File: src/rtl/window_firing_fsm_param_if.sv
// Handshake and FIFO signals between the invoke module's level-1 FSM, the actor FIFOs
// and the window firing-state FSM.
interface window_firing_fsm_param_if #(
    parameter int unsigned WIDTH = 10,
    parameter int unsigned LEN_W = 4
);
    logic             start_in;
    logic [1:0]       next_mode_in;
    logic [LEN_W-1:0] length_in;
    logic [1:0]       command_in;
    logic [WIDTH-1:0] data_in_fifo;
    logic             rd_in_data_fifo;
    logic             wr_out_fifo;
    logic [WIDTH-1:0] data_out;
    logic [1:0]       next_mode_out;
    logic             done_out;

    modport master (
        output start_in,
        output next_mode_in,
        output length_in,
        output command_in,
        output data_in_fifo,
        input  rd_in_data_fifo,
        input  wr_out_fifo,
        input  data_out,
        input  next_mode_out,
        input  done_out
    );

    modport slave (
        input  start_in,
        input  next_mode_in,
        input  length_in,
        input  command_in,
        input  data_in_fifo,
        output rd_in_data_fifo,
        output wr_out_fifo,
        output data_out,
        output next_mode_out,
        output done_out
    );
endinterface

File: src/rtl/window_firing_fsm_param.sv
// Firing-state FSM of the window computation actor: one CFDF mode (setup/load, compute,
// output, clear) per start/done handshake, with local window memory and reduction datapath.
module window_firing_fsm_param #(
    parameter int unsigned SIZE  = 8,
    parameter int unsigned WIDTH = 10,
    parameter int unsigned LEN_W = 4
) (
    input logic                      clk,
    input logic                      rst,
    window_firing_fsm_param_if.slave bus_io
);

    localparam int unsigned AW = (SIZE > 1) ? $clog2(SIZE) : 1;
    localparam int unsigned SW = WIDTH + LEN_W;

    localparam logic [LEN_W-1:0] SizeLen = LEN_W'(SIZE);
    localparam logic [SW-1:0]    SatMax  = {{LEN_W{1'b0}}, {WIDTH{1'b1}}};

    typedef enum logic [2:0] {
        StIdle,
        StLoad,
        StLoadLast,
        StComp,
        StOutput,
        StClear,
        StEnd
    } state_e;

    typedef enum logic [1:0] {
        ModeSetup  = 2'b00,
        ModeComp   = 2'b01,
        ModeOutput = 2'b10,
        ModeClear  = 2'b11
    } mode_e;

    typedef enum logic [1:0] {
        CmdSum   = 2'b00,
        CmdMax   = 2'b01,
        CmdMin   = 2'b10,
        CmdRange = 2'b11
    } cmd_e;

    state_e           state_q, state_d;
    logic [LEN_W-1:0] cnt_q, cnt_d;
    logic [LEN_W-1:0] len_q, len_d;
    logic [1:0]       cmd_q, cmd_d;
    logic [SW-1:0]    sum_q, sum_d;
    logic [WIDTH-1:0] max_q, max_d;
    logic [WIDTH-1:0] min_q, min_d;
    logic [WIDTH-1:0] result_q, result_d;
    logic [1:0]       nm_q, nm_d;
    logic             wr_pend_q, wr_pend_d;
    logic [AW-1:0]    wr_idx_q, wr_idx_d;

    logic [WIDTH-1:0] mem_q [SIZE];

    logic             cnt_last;
    logic             cnt_first;
    logic [WIDTH-1:0] elem;
    logic [SW-1:0]    sum_nxt;
    logic [WIDTH-1:0] max_nxt;
    logic [WIDTH-1:0] min_nxt;
    logic [WIDTH-1:0] sum_sat;
    logic [LEN_W-1:0] len_clamped;

    assign cnt_last  = (cnt_q == (len_q - LEN_W'(1)));
    assign cnt_first = (cnt_q == '0);
    assign elem      = mem_q[cnt_q[AW-1:0]];

    // Zero or oversized lengths fall back to the full window.
    assign len_clamped = ((bus_io.length_in == '0) || (bus_io.length_in > SizeLen)) ?
                         SizeLen : bus_io.length_in;

    // Accumulator step; the first element seeds all three accumulators.
    always_comb begin
        sum_nxt = cnt_first ? SW'(elem) : (sum_q + SW'(elem));
        max_nxt = (cnt_first || (elem > max_q)) ? elem : max_q;
        min_nxt = (cnt_first || (elem < min_q)) ? elem : min_q;
        sum_sat = (sum_nxt > SatMax) ? {WIDTH{1'b1}} : sum_nxt[WIDTH-1:0];
    end

    // State register
    always_ff @(posedge clk or negedge rst) begin
        if (!rst) begin
            state_q <= StIdle;
        end else begin
            state_q <= state_d;
        end
    end

    // Next-state logic
    always_comb begin
        state_d = state_q;
        unique case (state_q)
            StIdle: begin
                if (bus_io.start_in) begin
                    unique case (mode_e'(bus_io.next_mode_in))
                        ModeSetup:  state_d = StLoad;
                        ModeComp:   state_d = StComp;
                        ModeOutput: state_d = StOutput;
                        ModeClear:  state_d = StClear;
                        default:    state_d = StIdle;
                    endcase
                end
            end
            StLoad: begin
                if (cnt_last) begin
                    state_d = StLoadLast;
                end
            end
            StLoadLast: state_d = StEnd;
            StComp: begin
                if (cnt_last) begin
                    state_d = StEnd;
                end
            end
            StOutput: state_d = StEnd;
            StClear:  state_d = StEnd;
            StEnd:    state_d = StIdle;
            default:  state_d = StIdle;
        endcase
    end

    // Output logic
    always_comb begin
        bus_io.rd_in_data_fifo = 1'b0;
        bus_io.wr_out_fifo     = 1'b0;
        bus_io.done_out        = 1'b0;
        bus_io.next_mode_out   = 2'b00;
        bus_io.data_out        = result_q;
        unique case (state_q)
            StLoad:   bus_io.rd_in_data_fifo = 1'b1;
            StOutput: bus_io.wr_out_fifo     = 1'b1;
            StEnd: begin
                bus_io.done_out      = 1'b1;
                bus_io.next_mode_out = nm_q;
            end
            default: ;
        endcase
    end

    // Datapath next-state: counters, latched configuration, accumulators, result.
    always_comb begin
        cnt_d     = cnt_q;
        len_d     = len_q;
        cmd_d     = cmd_q;
        sum_d     = sum_q;
        max_d     = max_q;
        min_d     = min_q;
        result_d  = result_q;
        nm_d      = nm_q;
        wr_pend_d = 1'b0;
        wr_idx_d  = wr_idx_q;
        unique case (state_q)
            StIdle: begin
                cnt_d = '0;
                if (bus_io.start_in && (mode_e'(bus_io.next_mode_in) == ModeSetup)) begin
                    len_d = len_clamped;
                    cmd_d = bus_io.command_in;
                end
            end
            StLoad: begin
                // Token for this read returns next cycle; remember where it goes.
                wr_pend_d = 1'b1;
                wr_idx_d  = cnt_q[AW-1:0];
                cnt_d     = cnt_q + LEN_W'(1);
            end
            StLoadLast: nm_d = ModeComp;
            StComp: begin
                sum_d = sum_nxt;
                max_d = max_nxt;
                min_d = min_nxt;
                cnt_d = cnt_q + LEN_W'(1);
                if (cnt_last) begin
                    nm_d = ModeOutput;
                    unique case (cmd_e'(cmd_q))
                        CmdSum:   result_d = sum_sat;
                        CmdMax:   result_d = max_nxt;
                        CmdMin:   result_d = min_nxt;
                        CmdRange: result_d = max_nxt - min_nxt;
                        default:  result_d = result_q;
                    endcase
                end
            end
            StOutput: nm_d = ModeSetup;
            StClear: begin
                result_d = '0;
                nm_d     = ModeSetup;
            end
            StEnd:   cnt_d = '0;
            default: ;
        endcase
    end

    always_ff @(posedge clk or negedge rst) begin
        if (!rst) begin
            cnt_q     <= '0;
            len_q     <= '0;
            cmd_q     <= '0;
            sum_q     <= '0;
            max_q     <= '0;
            min_q     <= '0;
            result_q  <= '0;
            nm_q      <= '0;
            wr_pend_q <= 1'b0;
            wr_idx_q  <= '0;
        end else begin
            cnt_q     <= cnt_d;
            len_q     <= len_d;
            cmd_q     <= cmd_d;
            sum_q     <= sum_d;
            max_q     <= max_d;
            min_q     <= min_d;
            result_q  <= result_d;
            nm_q      <= nm_d;
            wr_pend_q <= wr_pend_d;
            wr_idx_q  <= wr_idx_d;
        end
    end

    // Window memory keeps its contents across reset.
    always_ff @(posedge clk) begin
        if (wr_pend_q) begin
            mem_q[wr_idx_q] <= bus_io.data_in_fifo;
        end
    end

endmodule

File: src/flat_wrapper.sv
// flat-port wrapper written by rule: the top's interface ports become plain ports
module window_firing_fsm_param_flat 
#(
    parameter int unsigned SIZE  = 8,
    parameter int unsigned WIDTH = 10,
    parameter int unsigned LEN_W = 4
)
  (clk, rst, bus_io_start_in, bus_io_next_mode_in, bus_io_length_in, bus_io_command_in, bus_io_data_in_fifo, bus_io_rd_in_data_fifo, bus_io_wr_out_fifo, bus_io_data_out, bus_io_next_mode_out, bus_io_done_out);
  window_firing_fsm_param_if #(.WIDTH(WIDTH), .LEN_W(LEN_W)) bus_io_i ();
  input logic clk;
  input logic rst;
  input wire logic [$bits(bus_io_i.start_in)-1:0] bus_io_start_in;
  input wire logic [$bits(bus_io_i.next_mode_in)-1:0] bus_io_next_mode_in;
  input wire logic [$bits(bus_io_i.length_in)-1:0] bus_io_length_in;
  input wire logic [$bits(bus_io_i.command_in)-1:0] bus_io_command_in;
  input wire logic [$bits(bus_io_i.data_in_fifo)-1:0] bus_io_data_in_fifo;
  output wire logic [$bits(bus_io_i.rd_in_data_fifo)-1:0] bus_io_rd_in_data_fifo;
  output wire logic [$bits(bus_io_i.wr_out_fifo)-1:0] bus_io_wr_out_fifo;
  output wire logic [$bits(bus_io_i.data_out)-1:0] bus_io_data_out;
  output wire logic [$bits(bus_io_i.next_mode_out)-1:0] bus_io_next_mode_out;
  output wire logic [$bits(bus_io_i.done_out)-1:0] bus_io_done_out;
  assign bus_io_i.start_in = bus_io_start_in;
  assign bus_io_i.next_mode_in = bus_io_next_mode_in;
  assign bus_io_i.length_in = bus_io_length_in;
  assign bus_io_i.command_in = bus_io_command_in;
  assign bus_io_i.data_in_fifo = bus_io_data_in_fifo;
  assign bus_io_rd_in_data_fifo = bus_io_i.rd_in_data_fifo;
  assign bus_io_wr_out_fifo = bus_io_i.wr_out_fifo;
  assign bus_io_data_out = bus_io_i.data_out;
  assign bus_io_next_mode_out = bus_io_i.next_mode_out;
  assign bus_io_done_out = bus_io_i.done_out;
  window_firing_fsm_param #(.SIZE(SIZE), .WIDTH(WIDTH), .LEN_W(LEN_W)) u_core (.clk(clk), .rst(rst), .bus_io(bus_io_i));
endmodule
File: config.mk
export PLATFORM = sky130hd
export DESIGN_NAME = window_firing_fsm_param_flat
export DESIGN_NICKNAME = d
export VERILOG_FILES = /design/src/rtl/window_firing_fsm_param_if.sv /design/src/rtl/window_firing_fsm_param.sv /design/src/flat_wrapper.sv
export SDC_FILE = /design/constraint.sdc
export NUM_CORES = 1
export LEC_CHECK = 0
export BUFFER_PORTS_ARGS = -buffer_cell sky130_fd_sc_hd__buf_2
export CORE_ASPECT_RATIO = 0.6
export CORE_MARGIN = 2
export CORE_UTILIZATION = 40
export CTS_CLUSTER_SIZE = 24
export DETAILED_ROUTE_END_ITERATION = 12
export HOLD_SLACK_MARGIN = 0.08
export PLACE_DENSITY_LB_ADDON = 0.3
export SLEW_MARGIN = 20
export SYNTH_ARGS = -nofsm -noshare
export SYNTH_HDL_FRONTEND = slang
export SYNTH_SLANG_ARGS = --single-unit
File: constraint.sdc
create_clock -name clk -period 7 [get_ports clk]
set_input_delay 1.05 -clock clk [delete_from_list [all_inputs] [get_ports clk]]
set_output_delay 1.05 -clock clk [all_outputs]
set_load 0.01 [all_outputs]
Word level (Yosys, flattened, before mapping)
Memories as Yosys holds them, arrays and structs flattened. Cells that the tools add are included.

Equality and inequality tests: 16. Reductions and logical operators: 20. Multiplexer cells: 22. $add $sub $neg: 4. Magnitude comparators: 4.

Operator list (count): 10-bit two-way mux (4); 10-bit one-hot mux with 4 select lines (1); 3-bit one-hot mux with 4 select lines (2); 10-bit one-hot mux with 2 select lines (1); 14-bit by 10-bit adder with 14-bit output (1); 14-bit by 10-bit > comparator with 1-bit output (second input constant) (1); 14-bit two-way mux (1); 10-bit > comparator (1); 10-bit < comparator (1); 10-bit subtractor (1); 3-bit equality test (second input constant) (3); 3-bit two-way mux (3); 2-bit equality test (second input constant) (4); 4-bit zero test (2); 4-bit one-hot mux with 2 select lines (1); 3-bit by 2-bit equality test with 1-bit output (second input constant) (2); 2-bit one-hot mux with 3 select lines (1); 2-bit AND reduction (3); 2-bit OR reduction (3); 1-bit two-way mux (5); 4-bit by 1-bit adder with 4-bit output (second input constant) (1); 2-bit by 1-bit equality test with 1-bit output (second input constant) (2); 4-bit equality test (1); 4-bit > comparator (second input constant) (1); other kinds (14) (20).

Bits in registers: 63. Logic and storage cells: 78. Memory bits (writable): 80. Input port bits: 21. Memories kept: 1.

Memory list: u_core.mem_q (depth 8, bits a word 10, rd ports 1, clocked after memory_dff 0, wr ports 1, line window_firing_fsm_param.sv:55) `logic [WIDTH-1:0] mem_q [SIZE];`.

Depth between registers and ports, before layout
Gate-level depths: netlist of run 1. An unclocked memory read counts as a cell.

Depth in word-level cells: 8. Mapped depth: 23. Depth with buffers taken out: 19.

Worst setup path after synthesis of run 1
No wires, ideal clock.

Kind: flip-flop to flip-flop. From: register u_core.cnt_q[0]. To: register u_core.result_q[9] (netlist: u_core.bus_io.data_out[9]). Path buffers: 4. Data required time: 6.890 ns. Arrival time: 5.661 ns. Setup slack: 1.229 ns. Cell stages (with the launch flop): 23. Cell sequence: dfrtp_1 > buf_2 > buf_2 > buf_2 > mux4_2 > mux2_2 > ha_1 > and3_1 > a221o_1 > o21ai_0 > nand3_1 > clkbuf_1 > mux2i_1 > inv_1 > ha_1 > a21oi_1 > o311ai_0 > o211ai_1 > a31oi_2 > o31ai_1 > mux2i_1 > nor3b_1 > o41ai_1.

Cells in the longest elaborated chain, start to end: 8. Elaborated cells on any way between the ends: 19.

RTL lines: start: declaration (line window_firing_fsm_param.sv:44) `logic [LEN_W-1:0] cnt_q, cnt_d;`; start signal: assignment (line window_firing_fsm_param.sv:208) `cnt_q <= cnt_d;`; memory read 8 x 10 bit; 10-bit > comparator (line window_firing_fsm_param.sv:77) `max_nxt = (cnt_first || (elem > max_q)) ? elem : max_q;`; 1-bit logical OR (line window_firing_fsm_param.sv:77); 10-bit two-way mux * (line window_firing_fsm_param.sv:77); named net u_core.max_nxt[1] (line window_firing_fsm_param.sv:61) `logic [WIDTH-1:0] max_nxt;`; 10-bit subtractor * (line window_firing_fsm_param.sv:180) `CmdRange: result_d = max_nxt - min_nxt;`; 10-bit one-hot mux with 4 select lines * (line window_firing_fsm_param.sv:176) `unique case (cmd_e'(cmd_q))`; 10-bit two-way mux * (line window_firing_fsm_param.sv:174) `if (cnt_last) begin`; 10-bit one-hot mux with 2 select lines * (line window_firing_fsm_param.sv:154) `unique case (state_q)`; end signal: assignment (line window_firing_fsm_param.sv:214) `result_q <= result_d;`; end: declaration (line window_firing_fsm_param.sv:50) `logic [WIDTH-1:0] result_q, result_d;`.

The timed path passes the listed nets; every way through them passes the cells marked *. The select of a mux whose other input is x is not followed. A chain may end at the register's enable or synchronous reset.

Final worst setup path of run 1
From: register u_core.cnt_q[0]. To: register u_core.result_q[9] (netlist: u_core.bus_io.data_out[9]).

Cells in the longest elaborated chain, start to end: 8. Elaborated cells on any way between the ends: 19.

RTL lines: memory read 8 x 10 bit; 14-bit by 10-bit adder with 14-bit output (tied with other cells) (line window_firing_fsm_param.sv:76) `sum_nxt = cnt_first ? SW'(elem) : (sum_q + SW'(elem));`; 14-bit two-way mux (tied with other cells) (line window_firing_fsm_param.sv:76); 14-bit by 10-bit > comparator with 1-bit output (tied with other cells) (line window_firing_fsm_param.sv:79) `sum_sat = (sum_nxt > SatMax) ? {WIDTH{1'b1}} : sum_nxt[WIDTH-1:0];`; 10-bit two-way mux / 10-bit subtractor (equally long branches) (line window_firing_fsm_param.sv:79, window_firing_fsm_param.sv:180); 10-bit one-hot mux with 4 select lines (line window_firing_fsm_param.sv:176); 10-bit two-way mux (line window_firing_fsm_param.sv:174); 10-bit one-hot mux with 2 select lines (line window_firing_fsm_param.sv:154).

Parallel ways exist; a longest one is shown, timed or not. The select of a mux whose other input is x is not followed.

==> results.py, run 1 <==
metrics = {
    "layout": {
        "seq_area_um2": 3980,
        "fillers": 1749,
        "fin_area_um2": 9000,
        "stdcell_count": 1020,
        "nets": 806,
        "final_cell_mix": "edfxtp_1 (80), nand2_1 (77), o21ai_0 (70), dfrtp_1 (63), inv_1 (46)",
        "area_growth_syn_to_layout_pct": 13.6,
        "final_util": 0.468,
        "final_common_cell": "edfxtp_1",
        "layout-drive-gt1-share": 0.178,
        "multi_input_area_um2": 3650,
        "antenna_cells": 0,
    },
    "route": {
        "wl_per_cell_um": 19.4,
        "dr.pass1.iters": 5,
        "wl_um": 19800,
        "viasPerCell": 5.59,
        "drt_iter0_drc": 421,
        "detail-route-antenna-nets": 0,
        "num_vias": 5704,
        "drc": 0,
    },
    "synth": {
        "synth-edff-count": 80,
        "ys.flop_type": "edfxtp_1",
        "synth_area_leaders": "edfxtp_1 (30%), dfrtp_1 (20%), ha_1 (6.6%)",
        "yosysWarnings": 0,
        "synth_top_cell_area_share": 0.303,
        "ys_ff_latch": 143,
        "synth_cell_types": 67,
        "syn_area_per_cell_um2": 11.2,
        "synth_top_area_cell": "edfxtp_1",
        "ys_seq_area_frac": 0.502,
        "syn-cell-area_um2": 7920,
        "syn_nets": 771,
        "async_reset_ff_frac": 0.441,
        "synthCells": 706,
    },
    "timing": {
        "rsz0062_at_grt": "no",
        "skew_ns": 0.0166,
        "drv_slew": 0,
        "hold_viol_final": 0,
        "slew_headroom": 0.385,
        "final.min_clock_period_ns": 6.31,
        "fmax_ghz": 0.158,
        "setup_tns_ns": 0,
        "worstMarginPinSlew_ns": 0.923,
        "period_share": 0.902,
        "setup_viol": 0,
    },
    "grt": {
        "grt_remaining_overflow": 0,
        "antenna_found_initial": 0,
        "grt_pass1_vias": 5684,
        "grt_pass1_wl_um": 31700,
        "grt_max_degree": 64,
        "gr-usage-all-layers": 0.200,
    },
    "clock_network": {
        "clk_latency_ns": 0.44,
        "cts-root-buf": "clkbuf_16",
        "cts_hold_buf": 0,
        "numCtsBuffers": 17,
        "htreeDepth": 4,
        "cts_tree": "done",
        "cts_resized": 0,
        "cts_setup_buffers": 0,
        "clock_tree.buffer_depth": 2,
        "cts.sinks": 143,
        "path_clk_slew_ns": 0.08,
    },
    "critical_path": {
        "worstSetupStartpointType": "register",
        "r2r_cells": 18,
        "crit_required_ns": 7.33,
        "reg2reg_slack_ns": 0.69,
        "crit_path_max_fanout": 20,
        "critPathCaptureType": "register",
        "worstPathArrival_ns": 6.65,
        "crit_type": "register to register",
        "reg2reg_from": "u_core.cnt_q[0]$_DFFE_PN0P_",
        "rr_endpoint": "u_core.bus_io.data_out[9]$_DFFE_PN0P_",
    },
    "floorplan": {
        "die_area_um2": 21000,
        "rows": 39,
        "start_util": 0.412,
        "ios": 36,
        "core_um2": 19200,
        "die_height_um": 113,
        "fp.dieW_um": 186,
    },
    "run_status": {
        "status": "finished, final reports clean",
    },
    "min_path": {
        "hold_start": "u_core.bus_io.data_out[0]$_DFFE_PN0P_",
        "holdCritPathClass": "register to register",
        "hold_depth": 2,
        "min_to": "u_core.bus_io.data_out[0]$_DFFE_PN0P_",
    },
    "flow_run": {
        "maxCapViolCount": 0,
    },
    "place": {
        "dpl.hpwl_um": 14200,
        "dpl-instance-area_um2": 8400,
        "port-buffer-count": 35,
        "place_inst": 988,
        "gp_congestion": 0.938,
    },
}
-- how the worst max path moves through the flow --
stage,slack [ns],depth (start not counted),start,to
floorplan,1.23,22,u_core.cnt_q[0]$_DFFE_PN0P_,u_core.bus_io.data_out[9]$_DFFE_PN0P_
global placement,1.03,18,u_core.cnt_q[0]$_DFFE_PN0P_,u_core.bus_io.data_out[9]$_DFFE_PN0P_
detailed placement,0.80,18,u_core.cnt_q[0]$_DFFE_PN0P_,u_core.bus_io.data_out[9]$_DFFE_PN0P_
CTS,0.75,18,u_core.cnt_q[0]$_DFFE_PN0P_,u_core.bus_io.data_out[9]$_DFFE_PN0P_
global route,0.25,18,u_core.cnt_q[0]$_DFFE_PN0P_,u_core.bus_io.data_out[9]$_DFFE_PN0P_
finish,0.69,18,u_core.cnt_q[0]$_DFFE_PN0P_,u_core.bus_io.data_out[9]$_DFFE_PN0P_
-- synthesized netlist by cell type (all sizes together), types with 13 or more instances --
cell    count
a21oi      32
clkbuf     27
dfrtp      63
edfxtp     80
ha         42
inv        47
mux2       19
mux2i      14
mux4       21
nand2      77
nand2b     17
nor2       38
nor3       14
o21ai      71
xnor2      13
-- stage by stage --
stage | setup slack (ns) | hold slack (ns)
CTS | 0.753 | 0.488
global placement | 1.03 | 0.456
floorplan | 1.23 | 0.450
finish | 0.687 | 0.476
detailed placement | 0.795 | 0.472
global route | 0.247 | 0.505
-- worst max-delay path, stage by stage (launching register included) --
cell,delay (ns)
dfrtp_1,0.47
buf_4,0.41
mux4_2,0.57
mux2_2,0.36
ha_1,0.34
a21oi_1,0.15
o21ai_0,0.13
a221oi_1,0.78
a21oi_2,0.23
o21ai_0,0.44
ha_1,0.31
a21oi_1,0.25
o311ai_0,0.20
o211ai_1,0.18
a31oi_2,0.19
o31ai_1,0.52
mux2i_1,0.24
nor3b_1,0.07
o41ai_1,0.36
-- routing by layer --
metal / track usage / share of wire / vias to the layer above
met5: 0 / 0 / -
met2: 0.283 / 0.42 / 202
li1: - / - / 2676
met3: 0.0563 / 0.074 / 20
met4: 0.0462 / 0.0095 / 0
met1: 0.303 / 0.50 / 2806
-- layout make-up --
type / instances / share of cell area
Timing Repair Buffer: 48 / 0.0303
Tap cell: 266 / 0.0370
Clock inverter: 15 / 0.0182
Multi-Input combinational cell: 484 / 0.405
Clock buffer: 17 / 0.0473
Inverter: 47 / 0.0196
Sequential cell: 143 / 0.442
-- sequential cells by signal, summed over array words and instances, names as in the netlist, 2 cells and up --
register and cells:
u_core.min_q 10, u_core.nm_q 2, u_core.cmd_q 2, u_core.len_q 4, u_core.state_q 3, u_core.bus_io.data_out 10
u_core.sum_q 14, u_core.mem_q 80, u_core.max_q 10, u_core.cnt_q 4, u_core.wr_idx_q 3
-- cells by family (layout without fill, tap and decap cells) --
family,after synthesis,after routing,share of synthesized area
compound gates,172,172,0.142
mux,54,54,0.106
simple gates,193,193,0.116
buf+inv,79,127,0.0389
fa+ha+maj,45,45,0.0728
flops,143,143,0.502
xor+xnor,20,20,0.0221
Power of run 1 is not shown: default switching activity piles up to over one toggle a cycle in this logic, so the estimate is an artifact.
==> inputs of run 2 (changes only) <==
PLACE_DENSITY = 0.67   (was not set)
PLACE_DENSITY_LB_ADDON = not set   (was 0.3)
clock period = 6.5 ns   (was 7 ns; I/O delays follow)
==> run 2 against run 1 <==
Sequential share of layout area up 0.080 points. Maximum frequency increased by 6.3%. Via count rose by 0.93%. First-iteration DRC count rose by 41%. Flip-flop and latch count unchanged. Wire length shrank 1.9%. Clock skew decreased by 0.0048 ns. Cell count did not move. Non-clock buffer count unchanged. Critical endpoint unchanged.
==> results.py, run 2 (synthesis gave the netlist of run 1 again) <==
metrics = {
    "clock_network": {
        "clk_latency_ns": 0.43,
        "cts_resized": 0,
        "cts_setup_buffers": 0,
        "cts.sinks": 143,
        "clock_tree.buffer_depth": 2,
        "cts_tree": "done",
        "cts_hold_buf": 0,
        "path_clk_slew_ns": 0.07,
        "numCtsBuffers": 17,
        "cts-root-buf": "clkbuf_16",
        "htreeDepth": 4,
    },
    "place": {
        "dpl.hpwl_um": 13800,
        "gp_congestion": 0.906,
        "port-buffer-count": 35,
        "pre_cts_ws_ns": 0.760,
    },
    "critical_path": {
        "crit_chain": "mux4_2 > mux2_2 > ha_1 > and3_1 > a221o_1 > o21ai_0 > nand3_1 > mux2i_1 > inv_1 > ha_1 > a21oi_1 > o311ai_0 > o211ai_1 > a31oi_2 > o31ai_1 > mux2i_1 > nor3b_1 > o41ai_1",
        "slowest_delay_ns": 0.90,
        "crit_path_max_fanout": 19,
        "crit_required_ns": 6.82,
        "slowest_stage": "dfrtp_1",
        "worstPathArrival_ns": 6.26,
        "crit_type": "register to register",
        "worstSetupStartpointType": "register",
        "critPathCaptureType": "register",
    },
    "layout": {
        "final_common_cell": "edfxtp_1",
        "largest_reg_flops": 80,
        "layout-drive-gt1-share": 0.175,
        "nets": 806,
        "final_util": 0.467,
        "reg_top3": "u_core.mem_q x80, u_core.sum_q x14",
        "final_cell_mix": "edfxtp_1 (80), nand2_1 (77), o21ai_0 (69), dfrtp_1 (63), inv_1 (46)",
        "largest-register": "u_core.mem_q",
        "area_growth_syn_to_layout_pct": 13.4,
        "antenna_cells": 0,
    },
    "grt": {
        "antenna_found_initial": 0,
        "gr-usage-all-layers": 0.197,
        "grt_remaining_overflow": 0,
        "grt_max_degree": 64,
        "grt_pass1_vias": 5384,
        "grt_pass1_wl_um": 31000,
    },
    "route": {
        "drt_iter0_drc": 593,
        "num_vias": 5757,
        "viasPerCell": 5.64,
        "dr.pass1.iters": 5,
        "wl_per_cell_um": 19.0,
        "detail-route-antenna-nets": 0,
        "drc": 0,
        "wl_um": 19400,
    },
    "floorplan": {
        "core_um2": 19200,
        "fp.dieW_um": 186,
        "ios": 36,
        "die_height_um": 113,
        "die_area_um2": 21000,
        "rows": 39,
        "start_util": 0.412,
    },
    "timing": {
        "period_share": 0.914,
        "slew_headroom": 0.335,
        "drv_slew": 0,
        "final.min_clock_period_ns": 5.94,
        "setup_viol": 0,
        "rsz0062_at_grt": "no",
        "whs_ns": 0.484,
        "skew_ns": 0.0118,
        "setup_tns_ns": 0,
        "worstMarginPinSlew_ns": 0.991,
        "layout_setup_ws_ns": 0.560,
        "fmax_ghz": 0.168,
        "hold_viol_final": 0,
    },
    "flow_run": {
        "maxCapViolCount": 0,
    },
    "run_status": {
        "status": "finished, final reports clean",
    },
    "min_path": {
        "holdCritPathClass": "register to register",
    },
}
-- run 2: worst max-delay path, delay by kind of cell (launching register included) --
family / cells / cell delay [ns]
fa+ha+maj: 2 / 0.61
buf+inv: 1 / 0.09
simple gates: 3 / 0.48
compound gates: 8 / 2.33
flops: 1 / 0.90
mux: 4 / 1.39
-- run 2: final cells by class --
class | count | area (um^2)
fill | 1761 | 10200
sequential | 143 | 3980
multi-input combinational | 484 | 3650
clock buffer | 17 | 425
tap | 266 | 333
timing repair buffer | 48 | 285
inverter | 47 | 176
clock inverter | 15 | 135
-- run 2: metal layers --
metal / vias to the layer above / track usage / routed length (um) / share of wire
met1: 2814 / 0.332 / 10400 / 0.53
met5: - / 0 / 0 / 0
met2: 234 / 0.242 / 7170 / 0.37
met3: 20 / 0.0441 / 1700 / 0.087
met4: 0 / 0.0546 / 198 / 0.010
li1: 2689 / - / - / -
-- run 2: metrics by stage --
step / instance area (um^2) / cells
2_1_floorplan: 7920 / 706
3_3_place_gp: 8410 / 988
3_5_place_dp: 8410 / 988
4_1_cts: 8970 / 1020
5_1_grt: 8980 / 1020
6_report: 8980 / 1020
-- run 2: path summary, 6_finish.rpt --
| path | endpoint | from | cells after the start | slack (ns) |
|---|---|---|---|---|
| setup / recovery | u_core.bus_io.data_out[9]$_DFFE_PN0P_ | u_core.cnt_q[1]$_DFFE_PN0P_ | 18 | 0.56 |
| hold / removal | u_core.bus_io.data_out[0]$_DFFE_PN0P_ | u_core.bus_io.data_out[0]$_DFFE_PN0P_ | 2 | 0.48 |
| setup reg to reg | u_core.bus_io.data_out[9]$_DFFE_PN0P_ | u_core.cnt_q[1]$_DFFE_PN0P_ | 18 | 0.56 |
| hold reg to reg | u_core.bus_io.data_out[0]$_DFFE_PN0P_ | u_core.bus_io.data_out[0]$_DFFE_PN0P_ | 2 | 0.48 |
| max in group asynchronous | u_core.sum_q[12]$_DFFE_PN0P_ | rst | 2 | 5.18 |
| min in group asynchronous | u_core.cmd_q[0]$_DFFE_PN0P_ | rst | 2 | 0.72 |
Power of run 2 is left out for the same reason.
